## src/rtl/selector_lane_scheduler.sv

```systemverilog
`timescale 1ns/1ps
// Purpose: runs one raster frame across NUM_LANES block-selector lanes, round-robin dispatch, in-order retirement.
// Latency: the dispatch pulse appears 1 cycle after the decision; a captured result is offered on pix_* 1 cycle after lane_done_in.
// Backpressure: pix_ready_in low holds pix_* stable; dispatch stalls while the next lane's result slot is still full.
// Optional feature: define SCHED_PERF_EN to enable the frame/stall cycle counters (outputs tie to 0 otherwise).
// Ports: clk_in/rst_n_in (async active-low); start_in/curr_time_in frame start and time;
//   lane_valid/x/y_out dispatch to lanes; lane_ready/done/data_in lane status and results;
//   pix_valid/ready/x/y/data retired results; curr_time_out, busy_out, frame_done_out, err_out;
//   frame_cycles_out/stall_cycles_out performance counters.
module selector_lane_scheduler #(
  parameter int NUM_LANES = 4,
  parameter int H_MAX     = 1024,
  parameter int V_MAX     = 768,
  parameter int RES_W     = 64
) (
  input  logic                       clk_in,
  input  logic                       rst_n_in,
  input  logic                       start_in,
  input  logic [17:0]                curr_time_in,
  output logic [NUM_LANES-1:0]       lane_valid_out,
  output logic [NUM_LANES*11-1:0]    lane_x_out,
  output logic [NUM_LANES*10-1:0]    lane_y_out,
  input  logic [NUM_LANES-1:0]       lane_ready_in,
  input  logic [NUM_LANES-1:0]       lane_done_in,
  input  logic [NUM_LANES*RES_W-1:0] lane_data_in,
  output logic                       pix_valid_out,
  input  logic                       pix_ready_in,
  output logic [10:0]                pix_x_out,
  output logic [9:0]                 pix_y_out,
  output logic [RES_W-1:0]           pix_data_out,
  output logic [17:0]                curr_time_out,
  output logic                       busy_out,
  output logic                       frame_done_out,
  output logic                       err_out,
  output logic [31:0]                frame_cycles_out,
  output logic [31:0]                stall_cycles_out
);

  localparam int         PW     = (NUM_LANES > 1) ? $clog2(NUM_LANES) : 1;
  localparam logic [10:0] X_LAST = 11'(H_MAX - 1);
  localparam logic [9:0]  Y_LAST = 10'(V_MAX - 1);

  typedef enum logic [1:0] {ST_IDLE, ST_RUN, ST_DRAIN, ST_DONE} state_t;
  state_t state, state_nxt;

  logic [PW-1:0]        disp_ptr, ret_ptr;
  logic [10:0]          x_cnt;
  logic [9:0]           y_cnt;
  logic [NUM_LANES-1:0] outstanding, slot_full;
  logic [RES_W-1:0]     slot_dat [NUM_LANES];
  logic [10:0]          slot_x   [NUM_LANES];
  logic [9:0]           slot_y   [NUM_LANES];

  logic                 start_acc, disp_go, last_px, retire, last_ret, err_evt;
  logic [NUM_LANES-1:0] disp_mask, ret_mask, capture;

  assign start_acc = (state == ST_IDLE) && start_in;
  // Slot emptiness is the registered flag, so a lane retired this cycle is reused one cycle later.
  assign disp_go   = (state == ST_RUN) && lane_ready_in[disp_ptr] &&
                     !outstanding[disp_ptr] && !slot_full[disp_ptr];
  assign last_px   = (x_cnt == X_LAST) && (y_cnt == Y_LAST);

  assign pix_valid_out = slot_full[ret_ptr];
  assign pix_x_out     = slot_x[ret_ptr];
  assign pix_y_out     = slot_y[ret_ptr];
  assign pix_data_out  = slot_dat[ret_ptr];
  assign retire        = pix_valid_out && pix_ready_in;
  assign last_ret      = retire && (pix_x_out == X_LAST) && (pix_y_out == Y_LAST);

  // A done pulse is only legal from a lane that owns an in-flight pixel and whose slot is free.
  assign capture = lane_done_in & outstanding & ~slot_full;
  assign err_evt = |(lane_done_in & ~capture);

  always_comb begin
    disp_mask = '0;
    ret_mask  = '0;
    disp_mask[disp_ptr] = disp_go;
    ret_mask[ret_ptr]   = retire;
  end

  always_comb begin
    state_nxt      = state;
    busy_out       = 1'b0;
    frame_done_out = 1'b0;
    case (state)
      ST_IDLE:  if (start_in) state_nxt = ST_RUN;
      ST_RUN: begin
        busy_out = 1'b1;
        if (disp_go && last_px) state_nxt = ST_DRAIN;
      end
      ST_DRAIN: begin
        busy_out = 1'b1;
        if (last_ret) state_nxt = ST_DONE;
      end
      ST_DONE: begin
        frame_done_out = 1'b1;
        state_nxt      = ST_IDLE;
      end
      default: state_nxt = ST_IDLE;
    endcase
  end

  always_ff @(posedge clk_in or negedge rst_n_in) begin
    if (!rst_n_in) begin
      state          <= ST_IDLE;
      disp_ptr       <= '0;
      ret_ptr        <= '0;
      x_cnt          <= '0;
      y_cnt          <= '0;
      outstanding    <= '0;
      slot_full      <= '0;
      lane_valid_out <= '0;
      lane_x_out     <= '0;
      lane_y_out     <= '0;
      curr_time_out  <= '0;
      err_out        <= 1'b0;
      for (int k = 0; k < NUM_LANES; k++) begin
        slot_dat[k] <= '0;
        slot_x[k]   <= '0;
        slot_y[k]   <= '0;
      end
    end else begin
      state          <= state_nxt;
      lane_valid_out <= disp_mask;
      outstanding    <= (outstanding & ~capture) | disp_mask;
      slot_full      <= (slot_full & ~ret_mask) | capture;
      err_out        <= err_evt | (err_out & ~start_acc);
      if (start_acc) begin
        curr_time_out <= curr_time_in;
        disp_ptr      <= '0;
        ret_ptr       <= '0;
        x_cnt         <= '0;
        y_cnt         <= '0;
      end else begin
        if (disp_go) begin
          lane_x_out[disp_ptr*11 +: 11] <= x_cnt;
          lane_y_out[disp_ptr*10 +: 10] <= y_cnt;
          disp_ptr <= disp_ptr + 1'b1;
          if (x_cnt == X_LAST) begin
            x_cnt <= '0;
            // Wrap y on the final pixel so counters rest at (0,0) between frames.
            y_cnt <= (y_cnt == Y_LAST) ? '0 : y_cnt + 1'b1;
          end else begin
            x_cnt <= x_cnt + 1'b1;
          end
        end
        if (retire) ret_ptr <= ret_ptr + 1'b1;
      end
      // The lane's x/y outputs still hold its pixel coordinates, since a lane is not re-dispatched while busy.
      for (int k = 0; k < NUM_LANES; k++) begin
        if (capture[k]) begin
          slot_dat[k] <= lane_data_in[k*RES_W +: RES_W];
          slot_x[k]   <= lane_x_out[k*11 +: 11];
          slot_y[k]   <= lane_y_out[k*10 +: 10];
        end
      end
    end
  end

`ifdef SCHED_PERF_EN
  logic [31:0] frame_cyc, stall_cyc;

  always_ff @(posedge clk_in or negedge rst_n_in) begin
    if (!rst_n_in) begin
      frame_cyc <= '0;
      stall_cyc <= '0;
    end else if (start_acc) begin
      frame_cyc <= '0;
      stall_cyc <= '0;
    end else begin
      if (busy_out && (frame_cyc != 32'hFFFF_FFFF)) frame_cyc <= frame_cyc + 32'd1;
      if (pix_valid_out && !pix_ready_in && (stall_cyc != 32'hFFFF_FFFF)) stall_cyc <= stall_cyc + 32'd1;
    end
  end

  assign frame_cycles_out = frame_cyc;
  assign stall_cycles_out = stall_cyc;
`else
  assign frame_cycles_out = 32'd0;
  assign stall_cycles_out = 32'd0;
`endif

endmodule

```

## config.mk

```make
export PLATFORM = sky130hd
export DESIGN_NAME = selector_lane_scheduler
export DESIGN_NICKNAME = d
export VERILOG_FILES = /design/src/rtl/selector_lane_scheduler.sv
export SDC_FILE = /design/constraint.sdc
export NUM_CORES = 1
export LEC_CHECK = 0
export ABC_AREA = 1
export BUFFER_PORTS_ARGS = -buffer_cell sky130_fd_sc_hd__buf_4
export CAP_MARGIN = 25
export CORE_UTILIZATION = 35
export CTS_BUF_LIST = sky130_fd_sc_hd__clkbuf_8 sky130_fd_sc_hd__clkbuf_16
export CTS_CLUSTER_SIZE = 28
export DETAILED_ROUTE_END_ITERATION = 16
export PLACE_DENSITY_LB_ADDON = 0.15
export SLEW_MARGIN = 20
export SYNTH_ARGS = -nofsm -noshare
export SYNTH_HDL_FRONTEND = slang
export SYNTH_SLANG_ARGS = --single-unit
export TNS_END_PERCENT = 50
```

## constraint.sdc

```tcl
create_clock -name clk_in -period 2.6 [get_ports clk_in]
set_clock_uncertainty 0.1 [all_clocks]
set_input_delay 0 -clock clk_in [delete_from_list [all_inputs] [get_ports clk_in]]
set_output_delay 0 -clock clk_in [all_outputs]
set_load 0.05 [all_outputs]
```

==> results.json <==
{
  "status": "finished, final reports clean",
  "min_path_type": "primary input to flop",
  "setup.worst_path.start": "ret_ptr[0]$_DFFE_PN0P_",
  "use_met2": 0.4315,
  "core.rowCount": 92,
  "hold_violations": 0,
  "cts_setup_buffers": 0,
  "powerDensity_nw_per_um2": 1338,
  "slowest_delay_ns": 0.53,
  "postRouteAntennaNets": 0,
  "grt_pass1_vias": 21460,
  "dr.first_iter.drc_count": 1770,
  "worst_slack_ns": 0.05179,
  "peakVddDrop_mv": 0.9172,
  "drtPass1Iterations": 6,
  "nFillCells": 6010,
  "arrival_ns": 2.45,
  "gp_congestion": 0.9443,
  "gr-usage-met1": 0.3502,
  "h-tree-depth": 2,
  "period_minus_slack_ns": 2.548,
  "die_width_um": 255.9,
  "track_usage": 0.2616,
  "io_buffers": 480,
  "regToRegSetupSlack_ns": 0.20,
  "ys_types": 43,
  "cts_tree": "built",
  "totalPowerFinal_mw": 42.89,
  "clock_latency_ns": 0.62,
  "endpoint_kind": "primary output",
  "nets": 3656,
  "crit_end": "pix_data_out[25]",
  "cpMaxStageDelayCell": "dfrtp_4",
  "vias": 21210,
  "grt_overflow_total": 0,
  "ys.flop_type": "dfrtp_1",
  "r2r-end": "state[1]$_DFFE_PN0P_",
  "maxCapViolations": 0,
  "cts.clk_slew.worst_paths_ns": 0.06,
  "finalWirelength_um": 87740,
  "ys_ff_latch": 482,
  "finalCritPeriodShare": 0.9801,
  "rsz0062_at_grt": "yes",
  "design_area_sq_um": 32050,
  "cp_max_fo": 122,
  "cp_num_buf_inv": 2,
  "final-setup-viol-count": 0,
  "relSlewSlack": 0.4145,
  "grt_busiest_layer": "met2",
  "grt_pass1_wl_um": 132300,
  "pin_count": 545,
  "initial_core_util": 0.3558,
  "cts_num_sinks": 482,
  "synth_area_per_cell_sq_um": 8.643,
  "tightest_slew_ns": 0.8782,
  "numCtsBuffers": 56,
  "synth_edf_count": 0,
  "critPathTopFamily": "buffers and inverters",
  "syn_to_final_growth_pct": 42.04,
  "dp_slack_ns": 0.1817,
  "final_util": 0.5054,
  "reg2regPathDepth": 13,
  "max_freq_mhz": 392.4,
  "placedInstanceArea_sq_um": 27000,
  "drc_errors": 0,
  "dpl.hpwl_um": 59170,
  "tns_ns": 0,
  "critPathLaunchType": "flop",
  "use_met3": 0.04942,
  "r2r_start": "ret_ptr[0]$_DFFE_PN0P_",
  "cts_max_path_buffers": 3,
  "synth_top_area_frac": 0.5345,
  "coreArea_sq_um": 63430,
  "async_flop_share": 1.000,
  "p_leak_nw": 16.10,
  "crit_type": "flop to primary output",
  "holdPathStages": 6,
  "synthCells": 2611,
  "die_y_um": 255.9,
  "wl_per_cell_um": 20.64,
  "synth_most_common_cell": "nand2_1",
  "ys_top_cells_by_count": "nand2_1 (808), dfrtp_1 (482), o21ai_0 (307), nor2_1 (198), inv_1 (146)",
  "synth-seq-area-share": 0.5345,
  "timing.final.max_slew_violations": 0,
  "ys_warn_count": 0,
  "cp_cell_sequence": "buf_16 > o21ai_0 > o22ai_1 > buf_4",
  "synth_area_leaders": "dfrtp_1 (53%), nand2_1 (13%), o21ai_0 (6.8%)",
  "clock-root-buffer": "clkbuf_16",
  "cp.depth": 4,
  "cp_data_required_time_ns": 2.50,
  "synth_top_area_cell": "dfrtp_1",
  "die-area_sq_um": 65500,
  "grt_max_degree": 123,
  "viasPerCell": 4.989,
  "syn-cell-area_sq_um": 22570,
  "drive_above_1_share": 0.2365,
  "antenna_found_initial": 5
}
[registers in the layout (all words and copies together), names as in the netlist, 2 cells and up]
signal / cells
outstanding: 4
ret_ptr: 2
slot_x: 44
disp_ptr: 2
slot_y: 40
curr_time_out: 18
x_cnt: 11
lane_x_out: 44
y_cnt: 10
slot_full: 4
lane_valid_out: 4
state: 2
slot_dat: 256
lane_y_out: 40
[kinds of logic after synthesis]
group / Yosys count / share of synthesized area
AOI/OAI and AO/OA: 425 / 0.1003
xor gates and xnor gates: 3 / 0.001164
adders and majority gates: 18 / 0.009980
buffers and inverters: 378 / 0.07928
DFF: 482 / 0.5345
muxes: 128 / 0.06387
other: 1 / 0.0001662
and+or+nand+nor: 1176 / 0.2107
[cell usage in the layout (no fill, tap or decap), types with 5 or more instances in the layout]
| master | netlist | final |
|---|---|---|
| o21ai_0 | 307 | 306 |
| diode_2 | 0 | 5 |
| nand3_1 | 128 | 127 |
| buf_12 | 0 | 14 |
| nor3_1 | 14 | 14 |
| conb_1 | 1 | 64 |
| nand4_1 | 7 | 7 |
| a21oi_1 | 15 | 15 |
| clkinv_2 | 0 | 12 |
| inv_1 | 146 | 151 |
| dlygate4sd3_1 | 0 | 295 |
| dfrtp_1 | 482 | 480 |
| o21ai_1 | 10 | 11 |
| clkbuf_16 | 0 | 57 |
| buf_4 | 75 | 524 |
| ha_1 | 18 | 18 |
| bufinv_16 | 0 | 6 |
| mux2_2 | 128 | 128 |
| inv_2 | 8 | 7 |
| nand2_1 | 808 | 808 |
| clkbuf_8 | 0 | 17 |
| o22ai_1 | 76 | 75 |
| nor2_1 | 198 | 198 |
[repair_timing]
item | in CTS | in global routing
hold endpoints to repair | 807 | 0
endpoints found under the setup margin | 64 | 14
hold buffers | 296 | 0
resized for setup | 7 | 7
gates cloned | 1 | 0
[power breakdown]
part | leakage, nW | switching [mW] | internal (mW)
logic | 9.13 | 14.9 | 6.73
clock network | 1.01 | 3.38 | 5.07
registers | 5.96 | 2.15 | 10.7
total | 16.1 | 20.4 | 22.5
[how the worst min path moves through the flow]
stage / to / startpoint / slack, ns
finish: slot_dat[189]$_DFFE_PN0P_ / lane_done_in[1] / 0.03
global route: curr_time_out[7]$_DFFE_PN0P_ / curr_time_in[7] / 0.02
CTS: curr_time_out[3]$_DFFE_PN0P_ / curr_time_in[3] / 0.0004
global placement: slot_dat[195]$_DFFE_PN0P_ / rst_n_in / -0.13
detailed placement: slot_dat[195]$_DFFE_PN0P_ / rst_n_in / -0.13
floorplan: curr_time_out[0]$_DFFE_PN0P_ / rst_n_in / -0.40
[cell type report]
cell class | instances | area (sq um) | share of cell area
Sequential cell | 482 | 12070 | 0.3765
Multi-Input combinational cell | 1814 | 8985 | 0.2803
Timing Repair Buffer | 842 | 7341 | 0.2290
Clock buffer | 74 | 1660 | 0.05180
Tap cell | 846 | 1059 | 0.03302
Inverter | 156 | 603.1 | 0.01881
Clock inverter | 32 | 325.3 | 0.01015
Antenna cell | 5 | 12.51 | 0.0003903
[layer usage]
layer,part of all wire,vias to the layer above
met2,0.48,781
met5,0,-
met1,0.44,10460
met4,0.026,0
met3,0.061,136
li1,-,9832
[worst reg2reg max path, delay by kind of cell (launching register included)]
| family | cells | cell delay, ns |
|---|---|---|
| flops | 1 | 0.57 |
| simple gates | 11 | 1.20 |
| buf+inv | 2 | 0.44 |
[stage by stage]
step | instances | hold WS, ns
floorplan | 2674 | -0.3956
global placement | 3843 | -0.1322
detailed placement | 3843 | -0.1272
CTS | 4246 | 0.0003906
global route | 4251 | 0.01543
finish | 4251 | 0.03209
Note: power is estimated with default switching activity, not from simulation.
